File: src/rtl/bcd_serial_subtractor_if.sv
// Handshake and operand/result bundle for bcd_serial_subtractor.
// The master side drives a request, and the slave side returns |A-B| with its flags.
interface bcd_serial_subtractor_if #(
    parameter int DIGITS = 4
);
    logic                  start;
    logic [4*DIGITS-1:0]   A;
    logic [4*DIGITS-1:0]   B;
    logic                  busy;
    logic                  done;
    logic [4*DIGITS-1:0]   D;
    logic                  neg;
    logic                  err;

    modport master (
        output start, A, B,
        input  busy, done, D, neg, err
    );

    modport slave (
        input  start, A, B,
        output busy, done, D, neg, err
    );
endinterface

File: src/rtl/bcd_serial_subtractor.sv
// Serial packed-BCD subtractor: |A-B| one digit per clock, LSD first, with a ten's-complement pass when A<B.
// Optional macro BCD_SUB_DIGIT_CHECK_EN flags operands that contain digits >9 and skips the arithmetic.
//
// state | meaning
// IDLE  | waiting for start; result registers hold the last answer
// SUB   | A-B, one digit per cycle, borrow chain
// COMP  | 0-D pass that turns a negative ten's-complement result into a magnitude
// DONE  | one-cycle done pulse
module bcd_serial_subtractor #(
    parameter int DIGITS = 4
) (
    input  logic                        clk,
    input  logic                        rst,
    bcd_serial_subtractor_if.slave      bus
);
    localparam int W     = 4 * DIGITS;
    localparam int IDX_W = (DIGITS > 1) ? $clog2(DIGITS) : 1;

    typedef enum logic [1:0] {IDLE, SUB, COMP, DONE} state_t;

    state_t             state, state_n;
    logic [W-1:0]       a_q, b_q, d_q;
    logic [IDX_W-1:0]   idx;
    logic               borrow;
    logic               neg_q;
    logic               last;
    logic [3:0]         opnd_a, opnd_b, t_fix;
    logic [4:0]         t;
    logic               t_borrow;
`ifdef BCD_SUB_DIGIT_CHECK_EN
    logic               err_q;
    logic               digit_bad;
`endif

    assign last = (idx == IDX_W'(DIGITS - 1));

    // Operands are shifted right each step, so digit 0 of every register is always the current digit.
    always_comb begin
        opnd_a   = (state == COMP) ? 4'd0 : a_q[3:0];
        opnd_b   = (state == COMP) ? d_q[3:0] : b_q[3:0];
        t        = {1'b0, opnd_a} - {1'b0, opnd_b} - {4'd0, borrow};
        t_borrow = t[4];
        t_fix    = t_borrow ? (t[3:0] + 4'd10) : t[3:0];
    end

`ifdef BCD_SUB_DIGIT_CHECK_EN
    always_comb begin
        digit_bad = 1'b0;
        for (int i = 0; i < DIGITS; i++) begin
            if (bus.A[4*i +: 4] > 4'd9 || bus.B[4*i +: 4] > 4'd9)
                digit_bad = 1'b1;
        end
    end
`endif

    always_ff @(posedge clk) begin
        if (rst) state <= IDLE;
        else     state <= state_n;
    end

    always_comb begin
        state_n = state;
        case (state)
            IDLE: if (bus.start) state_n = SUB;
            SUB: begin
`ifdef BCD_SUB_DIGIT_CHECK_EN
                // A rejected operand pair spends one cycle here so done lands on edge 1.
                if (err_q)     state_n = DONE;
                else if (last) state_n = t_borrow ? COMP : DONE;
`else
                if (last)      state_n = t_borrow ? COMP : DONE;
`endif
            end
            COMP: if (last) state_n = DONE;
            DONE: state_n = IDLE;
            default: state_n = IDLE;
        endcase
    end

    always_ff @(posedge clk) begin
        if (rst) begin
            a_q    <= '0;
            b_q    <= '0;
            d_q    <= '0;
            idx    <= '0;
            borrow <= 1'b0;
            neg_q  <= 1'b0;
`ifdef BCD_SUB_DIGIT_CHECK_EN
            err_q  <= 1'b0;
`endif
        end else begin
            case (state)
                IDLE: if (bus.start) begin
                    a_q    <= bus.A;
                    b_q    <= bus.B;
                    d_q    <= '0;
                    idx    <= '0;
                    borrow <= 1'b0;
                    neg_q  <= 1'b0;
`ifdef BCD_SUB_DIGIT_CHECK_EN
                    err_q  <= digit_bad;
`endif
                end
                SUB: begin
`ifdef BCD_SUB_DIGIT_CHECK_EN
                    if (!err_q) begin
`else
                    begin
`endif
                        d_q    <= W'({t_fix, d_q} >> 4);
                        a_q    <= a_q >> 4;
                        b_q    <= b_q >> 4;
                        borrow <= t_borrow;
                        idx    <= idx + 1'b1;
                        if (last) begin
                            idx    <= '0;
                            borrow <= 1'b0;
                            if (t_borrow) neg_q <= 1'b1;
                        end
                    end
                end
                COMP: begin
                    d_q    <= W'({t_fix, d_q} >> 4);
                    borrow <= t_borrow;
                    idx    <= idx + 1'b1;
                    if (last) begin
                        idx    <= '0;
                        borrow <= 1'b0;
                    end
                end
                default: ;
            endcase
        end
    end

    assign bus.busy = (state == SUB) || (state == COMP);
    assign bus.done = (state == DONE);
    assign bus.D    = d_q;
    assign bus.neg  = neg_q;
`ifdef BCD_SUB_DIGIT_CHECK_EN
    assign bus.err  = err_q;
`else
    assign bus.err  = 1'b0;
`endif
endmodule

File: src/flat_wrapper.sv
// flat-port wrapper written by rule: the top's interface ports become plain ports
module bcd_serial_subtractor_flat 
#(
    parameter int DIGITS = 4
)
  (clk, rst, bus_start, bus_A, bus_B, bus_busy, bus_done, bus_D, bus_neg, bus_err);
  bcd_serial_subtractor_if #(.DIGITS(DIGITS)) bus_i ();
  input  logic clk;
  input  logic rst;
  input wire logic [$bits(bus_i.start)-1:0] bus_start;
  input wire logic [$bits(bus_i.A)-1:0] bus_A;
  input wire logic [$bits(bus_i.B)-1:0] bus_B;
  output wire logic [$bits(bus_i.busy)-1:0] bus_busy;
  output wire logic [$bits(bus_i.done)-1:0] bus_done;
  output wire logic [$bits(bus_i.D)-1:0] bus_D;
  output wire logic [$bits(bus_i.neg)-1:0] bus_neg;
  output wire logic [$bits(bus_i.err)-1:0] bus_err;
  assign bus_i.start = bus_start;
  assign bus_i.A = bus_A;
  assign bus_i.B = bus_B;
  assign bus_busy = bus_i.busy;
  assign bus_done = bus_i.done;
  assign bus_D = bus_i.D;
  assign bus_neg = bus_i.neg;
  assign bus_err = bus_i.err;
  bcd_serial_subtractor #(.DIGITS(DIGITS)) u_core (.clk(clk), .rst(rst), .bus(bus_i));
endmodule
File: config.mk
export PLATFORM = sky130hd
export DESIGN_NAME = bcd_serial_subtractor_flat
export DESIGN_NICKNAME = d
export VERILOG_FILES = /design/src/rtl/bcd_serial_subtractor_if.sv /design/src/rtl/bcd_serial_subtractor.sv /design/src/flat_wrapper.sv
export SDC_FILE = /design/constraint.sdc
export NUM_CORES = 1
export LEC_CHECK = 0
export CAP_MARGIN = 20
export CORE_AREA = 2 2 108 110
export CTS_CLUSTER_DIAMETER = 40
export DETAILED_ROUTE_END_ITERATION = 8
export DIE_AREA = 0 0 110 112
export GPL_ROUTABILITY_DRIVEN = 0
export GPL_TIMING_DRIVEN = 0
export PLACE_DENSITY = 0.57
export RECOVER_POWER = 25
export SLEW_MARGIN = 10
export SYNTH_ARGS = -nofsm -noshare
export SYNTH_HDL_FRONTEND = slang
export SYNTH_SLANG_ARGS = --single-unit
File: constraint.sdc
create_clock -name clk -period 3.12 [get_ports clk]
set_input_delay 0.78 -clock clk [delete_from_list [all_inputs] [get_ports clk]]
set_output_delay 0.78 -clock clk [all_outputs]
set_load 0.02 [all_outputs]
# Word level (Yosys, flattened, before mapping)
# Cells that the tools add are included.
[op_classes]
add_sub_neg = 4
mul = 0
n_div = 0
magnitude_cmp = 0
n_eq_ne = 8
n_shift = 0
mux = 23
bitwise = 0
n_reduce_logical = 9
[op_table]
columns = ["cell", "n"]
rows = [
  ["$pmux 16 s2", 3],
  ["$mux 16", 3],
  ["$mux 4", 3],
  ["$mux 2", 5],
  ["$pmux 2 s4", 1],
  ["$eq 2x2->1 const B", 3],
  ["$ne 2x1->1 const B", 3],
  ["$mux 1", 5],
  ["$sub 4x4->5", 1],
  ["$sub 5x1->5", 1],
  ["$add 4x4->4 const B", 1],
  ["$pmux 1 s2", 2],
  ["$pmux 2 s2", 1],
  ["$reduce_and 2->1", 2],
  ["$reduce_and 4->1", 1],
  ["$reduce_bool 2->1", 2],
  ["$reduce_and 3->1", 1],
  ["$add 2x1->2 const B", 1],
  ["$eq 2x1->1 const B", 1],
  ["$logic_not 2->1", 1],
  ["$ne 2x2->1 const B", 1],
  ["$reduce_or 2->1", 1],
  ["$logic_or 1x1->1", 1],
]
[word_totals]
register_bits = 54
latchBits = 0
ramBits = 0
romBits = 0
inputBits = 35
memories = 0

# Longest topological paths before layout
# Gate-level depths: netlist of the first run.
[depth]
depth_word = 7
mapped_depth = 14
depth_no_buf = 13

# Worst setup path before layout of the first run
# Ideal clock, no wire load.
[synth_timing]
path_type = "register to register"
startpoint = "reg u_core.state[0]"
endpoint = "reg u_core.d_q[14] (netlist: u_core.bus.D[14])"
setup_time_ns = 0.072
arrival_time_ns = 3.016
required_ns = 3.048
setup_slack_ns = 0.032
path_stages_with_launch = 14
path_cell_list = "dfxtp_1 -> inv_1 -> ha_1 -> buf_4 -> mux2_2 -> fa_1 -> inv_1 -> fa_1 -> ha_1 -> nor2b_1 -> a31oi_1 -> o22a_2 -> or3_1 -> a21oi_1"
[synth_via]
elab_chain_len = 7
[synth_lines]
columns = ["item", "line_no", "text"]
rows = [
  ["start, declared", "bcd_serial_subtractor.sv:21", "state_t state, state_n;"],
  ["start signal, assigned", "bcd_serial_subtractor.sv:58", "else state <= state_n;"],
  ["$eq 2x2->1", "bcd_serial_subtractor.sv:39, bcd_serial_subtractor.sv:40, bcd_serial_subtractor.sv:92", ""],
  ["$mux 4 (on tied branches)", "bcd_serial_subtractor.sv:39, bcd_serial_subtractor.sv:40", ""],
  ["$sub 4x4->5", "bcd_serial_subtractor.sv:41", "t = {1'b0, opnd_a} - {1'b0, opnd_b} - {4'd0, borrow};"],
  ["$sub 5x1->5", "bcd_serial_subtractor.sv:41", ""],
  ["$add 4x4->4", "bcd_serial_subtractor.sv:43", "t_fix = t_borrow ? (t[3:0] + 4'd10) : t[3:0];"],
  ["$mux 4", "bcd_serial_subtractor.sv:43", ""],
  ["$pmux 16 s2", "bcd_serial_subtractor.sv:92", "case (state)"],
  ["end signal, assigned", "bcd_serial_subtractor.sv:110", "d_q <= W'({t_fix, d_q} >> 4);"],
  ["end signal, assigned", "bcd_serial_subtractor.sv:123", "d_q <= W'({t_fix, d_q} >> 4);"],
  ["end, declared", "bcd_serial_subtractor.sv:22", "logic [W-1:0] a_q, b_q, d_q;"],
]
# Several ways; a longest one is shown, not always the timed one.
# A chain may end at the register's enable or synchronous reset.

# Worst setup path in the final report of the first run
# Ends and elaborated chain as after synthesis.

==> out/results.ini, run 1 <==
[route]
routed_via_density = 4.68
vias = 2342
drc_errors = 0
first_pass_iters = 4
drtIter0Drc = 110
antenna_left = 0
wl_mm = 7.26
wl_per_cell_um = 14.5

[worst_setup_path]
r2r_end = u_core.bus.D[14]
rr_worst_depth = 12
cp.arrival_ns = 3.19
start_kind = register
rr_startpoint = u_core.state[0]
r2r_slack_ns = 0.15
crit_type = reg2reg
cp_max_fo = 2
end_kind = register
cp.required_ns = 3.34

[power_and_ir_drop]
power_switching_share = 0.407
internal-power_uw = 2320
combPwrFrac = 0.580
p_clk_frac = 0.161
p_leak_uw = 0.00140
power_density_mw_per_mm2 = 1050
seq_power_share = 0.259
p_sw_uw = 1590
ir_worst_vdd_uv = 366

[global_route]
grt_pass1_wl_mm = 11.7
antenna_found_initial = 0
grt_overflow_total = 0
grt_max_degree = 16
grt_usage = 0.119
grt_pass1_vias = 2308

[layout]
diodes = 0
syn2layout_area_growth_pct = 35.9
post-route-util = 0.334
drive_gt1_frac = 0.193
final_cell_mix = 61 x nor2_1, 53 x dfxtp_1, 45 x clkdlybuf4s50_1
final_common_cell = nor2_1
fin_nets = 403

[floorplanning]
die_x_um = 110
die-height_um = 112
floorplan.initialDensity = 0.245
io_pins = 55
rows = 39
coreArea_mm2 = 0.0112
fp.dieArea_mm2 = 0.0123

[synthesis]
syn_area_mm2 = 0.00274
ys_ff_latch = 54
synth_area_leaders = dfxtp_1 39%, mux2i_1 9.5%, a211oi_2 9.1%, nor2_1 8.3%, a22oi_1 6.0%
synth_nets = 335
ys_async_sr_fraction = 0
yosysTopAreaCell = dfxtp_1
yosysWarnings = 0
ys_seq_area_frac = 0.394
synthCells = 288
synth_edf_count = 0
synth_ff_type = dfxtp_1
ys_types = 39
yosys.area.top_type_share = 0.394
avgSynthCellArea_um2 = 9.52

[cts]
numClockSinks = 54
clk_latency_ns = 0.29
cts_buffer_depth = 2
cts_hold_buf = 0
h-tree-depth = 2
cts_tree = built
cts-buffers-inserted = 5
clk_pin_slew_ns = 0.07
root_buffer = clkbuf_16

[placed_design]
port_buffers = 52
dpl.hpwl_mm = 5.36

[worst_hold_path]
min_path_type = reg2reg
hold_depth = 2
holdPathEnd = u_core.a_q[1]
hold_start = u_core.a_q[1]

[timing]
tightest_slew_ns = 0.839
period_needed_ns = 2.97
fin_crit_sh = 0.952
slew_violations = 0
rsz0062_at_grt = no
max_freq_mhz = 337
setup_viol = 0
finClkSkew_ns = 0.00509
hold_viol = 0
slew-limit-headroom = 0.441
hold_ws_ns = 0.508

[flow_run]
cap_viol_max_count = 0

[outcome]
status = finished clean

-- synthesized netlist by cell type, types with 3 or more instances --
master / n
nor2_1: 61
dfxtp_1: 54
mux2i_1: 26
a22oi_1: 22
a211oi_2: 20
a21oi_1: 15
ha_1: 10
buf_2: 9
inv_1: 9
clkbuf_1: 8
a211oi_1: 5
nand2b_1: 4
buf_4: 3
mux2_2: 3
nand2_1: 3
o21ai_0: 3
xnor2_1: 3
-- metrics by stage --
| step | power, uW | worst slack (ns) | area [um^2] | TNS (ns) | cells |
|---|---|---|---|---|---|
| after global placement | 2970 | -0.123 | 3440 | -0.123 | 483 |
| after floorplan | 2550 | 0.0321 | 2740 | 0 | 288 |
| after detailed placement | 3020 | -0.185 | 3440 | -0.185 | 483 |
| final | 3910 | 0.150 | 3730 | 0 | 500 |
| after global routing | 4190 | 0.0434 | 3730 | 0 | 500 |
| after CTS | 3780 | 0.00659 | 3650 | 0 | 494 |
-- critical path, stage by stage, from the launching register on --
cell     delay [ns]
dfxtp_1        0.35
inv_2          0.06
ha_4           0.17
mux2_4         0.30
fa_2           0.33
inv_2          0.08
fa_2           0.47
ha_4           0.29
nor2b_1        0.12
a31oi_1        0.05
o22a_2         0.19
or3_4          0.36
a21oi_2        0.12
-- flip-flops by register name, indices dropped and copies added (netlist names) --
register / count
u_core.bus.D: 16
u_core.state: 2
u_core.bus.neg: 1
u_core.borrow: 1
u_core.b_q: 16
u_core.idx: 2
u_core.a_q: 16
-- power groups by stage --
| stage | Combinational (uW) | Clock [uW] | Sequential (uW) |
|---|---|---|---|
| after global placement | 1960 | 0 | 1010 |
| after global routing | 2490 | 659 | 1040 |
| final | 2270 | 630 | 1010 |
| after floorplan | 1540 | 0 | 1000 |
| after CTS | 2140 | 633 | 1010 |
| after detailed placement | 2000 | 0 | 1020 |
-- worst max path at each step --
stage                             endpoint            start  depth (start not counted)
after global placement    u_core.bus.D[14]  u_core.state[0]                         13
after global routing      u_core.bus.D[14]  u_core.state[0]                         12
after CTS                 u_core.bus.D[14]  u_core.state[0]                         13
final                     u_core.bus.D[14]  u_core.state[0]                         12
after detailed placement  u_core.bus.D[14]  u_core.state[0]                         13
after floorplan           u_core.bus.D[14]  u_core.state[0]                         13
-- layer usage --
layer  global-route usage  up-vias  share of wire
met5                    0        -              0
met4               0.0253        0          0.012
met3               0.0228       11          0.043
met2                0.191       65           0.47
met1                0.166     1107           0.48
li1                     -     1159              -
-- cells by family after synthesis --
family	count (synthesis)	share of synthesized area
buf+inv	31	0.0561
flops	54	0.394
other cells	1	0.00137
simple gates	79	0.125
fa+ha+maj	12	0.0602
mux	29	0.107
compound gates	77	0.240
xor+xnor	5	0.0160
-- area by class of cell --
class / instances / area [um^2]
multi-input combinational: 203 / 1560
buffer: 21 / 111
fill: 1163 / 7450
tap: 143 / 179
timing repair buffer: 62 / 596
clock inverter: 1 / 30.0
clock buffer: 7 / 133
inverter: 9 / 33.8
sequential: 54 / 1080
-- what timing repair did --
action | CTS | global route
resized for setup | 8 | 9
setup endpoints to repair | 1 | 1
pin swaps | 2 | 7
setup buffers | 3 | 7
Note: power is estimated with default switching activity, not from simulation.
==> run 2: changes to the inputs <==
--- a/config.mk
+++ b/config.mk
@@ -5,14 +5,15 @@
 export SDC_FILE = /design/constraint.sdc
 export NUM_CORES = 1
 export LEC_CHECK = 0
+export ABC_CLOCK_PERIOD_IN_PS = 3460
 export CAP_MARGIN = 20
-export CORE_AREA = 2 2 108 110
+export CORE_AREA = 2 2 78 154
 export CTS_CLUSTER_DIAMETER = 40
 export DETAILED_ROUTE_END_ITERATION = 8
-export DIE_AREA = 0 0 110 112
+export DIE_AREA = 0 0 80 156
 export GPL_ROUTABILITY_DRIVEN = 0
 export GPL_TIMING_DRIVEN = 0
-export PLACE_DENSITY = 0.57
+export PLACE_DENSITY = 0.55
 export RECOVER_POWER = 25
 export SLEW_MARGIN = 10
 export SYNTH_ARGS = -nofsm -noshare
==> constraint.sdc (replaced) <==
create_clock -name clk -period 3.46 [get_ports clk]
set_input_delay 0.865 -clock clk [delete_from_list [all_inputs] [get_ports clk]]
set_output_delay 0.865 -clock clk [all_outputs]
set_load 0.02 [all_outputs]
==> out/results.ini, run 2 (synthesis results as in run 1) <==
[worst_setup_path]
startpoint = u_core.state[1]
cp.arrival_ns = 3.49
crit_buf_inv = 2
cp_max_fo = 9
cp.required_ns = 3.69
cpMaxStageDelayCell = fa_2
end_kind = register
max_stage_delay_ns = 0.49
rr_startpoint = u_core.state[1]
crit_type = reg2reg
start_kind = register
critPathTopFamily = adder cells
path_cells = ha_1 -> buf_4 -> mux2_2 -> fa_1 -> inv_1 -> fa_2 -> ha_4 -> nor2b_1 -> a31oi_1 -> o22a_2 -> or3_1 -> a21oi_1

[layout]
final_cell_mix = 61 x nor2_1, 54 x dfxtp_1, 45 x clkdlybuf4s50_1
diodes = 0
fin_nets = 394
final_common_cell = nor2_1
final_cells = 490
drive_gt1_frac = 0.149
syn2layout_area_growth_pct = 31.1

[timing]
setup_viol = 0
rsz0062_at_grt = no
fin_tns_setup_ns = 0
finClkSkew_ns = 0.00480
hold_viol = 0
period_needed_ns = 3.26
slew-limit-headroom = 0.451
slew_violations = 0
max_freq_mhz = 307
tightest_slew_ns = 0.824
fin_crit_sh = 0.942

[cts]
h-tree-depth = 2
cts_tree = built
numClockSinks = 54
clk_latency_ns = 0.30
clk_pin_slew_ns = 0.07
cts_buffer_depth = 2
cts-buffers-inserted = 5
root_buffer = clkbuf_16

[route]
first_pass_iters = 5
wl_mm = 7.24
vias = 2353
drtIter0Drc = 101
routed_via_density = 4.80
antenna_left = 0
drc_errors = 0
wl_per_cell_um = 14.8

[flow_run]
cap_viol_max_count = 0

[global_route]
grt_pass1_wl_mm = 11.7
antenna_found_initial = 0
grt_usage = 0.120
grt_overflow_total = 0
grt_max_degree = 18
grt_pass1_vias = 2456

[placed_design]
port_buffers = 52
dp.cells = 482
dpl.hpwl_mm = 5.65

[power_and_ir_drop]
power_density_mw_per_mm2 = 920
p_clk_frac = 0.160
combPwrFrac = 0.566
internal-power_uw = 1900
power_switching_share = 0.425
p_leak_uw = 0.00134
seq_power_share = 0.273
ir_worst_vdd_uv = 280
p_sw_uw = 1410

[worst_hold_path]
hold_start = u_core.bus.neg
min_path_type = reg2reg

[outcome]
status = finished clean

[floorplanning]
rows = 55
coreArea_mm2 = 0.0113
fp.dieArea_mm2 = 0.0125
floorplan.initialDensity = 0.243
die_x_um = 80
io_pins = 55
die-height_um = 156

==> run 2: cell count changes in the layout (fill, tap and decap cells not counted), sizes merged <==
cell	change
buf	-7
inv	+1
clkbuf	-3
clkinvlp	+1
bufinv	-1
==> run 2: worst register-to-register path, delay by kind of cell, from the launching register on <==
kind	cells	cell delay (ns)
mux	1	0.36
simple gates	2	0.42
buf+inv	2	0.28
flops	1	0.41
compound gates	3	0.38
fa+ha+maj	4	1.35
==> run 2: what timing repair did <==
| item | CTS | global route |
|---|---|---|
| hold buffers | 0 | 0 |
| resized for setup | 0 | 3 |
| endpoints found under the setup margin | 0 | 1 |
| setup buffers | 0 | 0 |
==> run 2: power groups by stage <==
| stage | Combinational, uW | Sequential [uW] | Clock, uW |
|---|---|---|---|
| 2_1_floorplan | 1390 | 906 | 0 |
| 3_3_place_gp | 1790 | 912 | 0 |
| 3_5_place_dp | 1850 | 920 | 0 |
| 4_1_cts | 1860 | 905 | 540 |
| 5_1_grt | 2060 | 925 | 567 |
| 6_report | 1870 | 904 | 531 |
==> run 2: path summary, 6_finish.rpt <==
kind,to,slack (ns),cells past startpoint
min,u_core.bus.neg,0.47,2
max reg2reg,u_core.bus.D[14],0.20,12
min reg2reg,u_core.bus.neg,0.47,2
max,u_core.bus.D[14],0.20,12
==> run 2: through the flow <==
step / hold slack [ns] / instance area [um^2] / util / setup WS [ns] / total power [uW]
2_1_floorplan: 0.474 / 2740 / - / 0.372 / 2300
3_3_place_gp: 0.467 / 3440 / 0.305 / 0.208 / 2700
3_5_place_dp: 0.469 / 3440 / 0.305 / 0.138 / 2770
4_1_cts: 0.479 / 3600 / 0.319 / 0.117 / 3300
5_1_grt: 0.513 / 3600 / 0.319 / 0.0297 / 3560
6_report: 0.472 / 3600 / 0.319 / 0.199 / 3310
==> run 2: routing by layer <==
metal	up-vias	share of wire	track usage
li1	1143	-	-
met1	1132	0.38	0.121
met2	62	0.55	0.227
met3	16	0.041	0.0266
met4	0	0.028	0.0533
met5	-	0	0
==> run 2: area by class of cell <==
cell class | instances | area [um^2]
Fill cell | 1228 | 7690
Multi-Input combinational cell | 203 | 1510
Sequential cell | 54 | 1080
Timing Repair Buffer | 52 | 520
Tap cell | 142 | 178
Clock buffer | 6 | 139
Buffer | 22 | 116
Inverter | 9 | 33.8
Clock inverter | 2 | 16.3
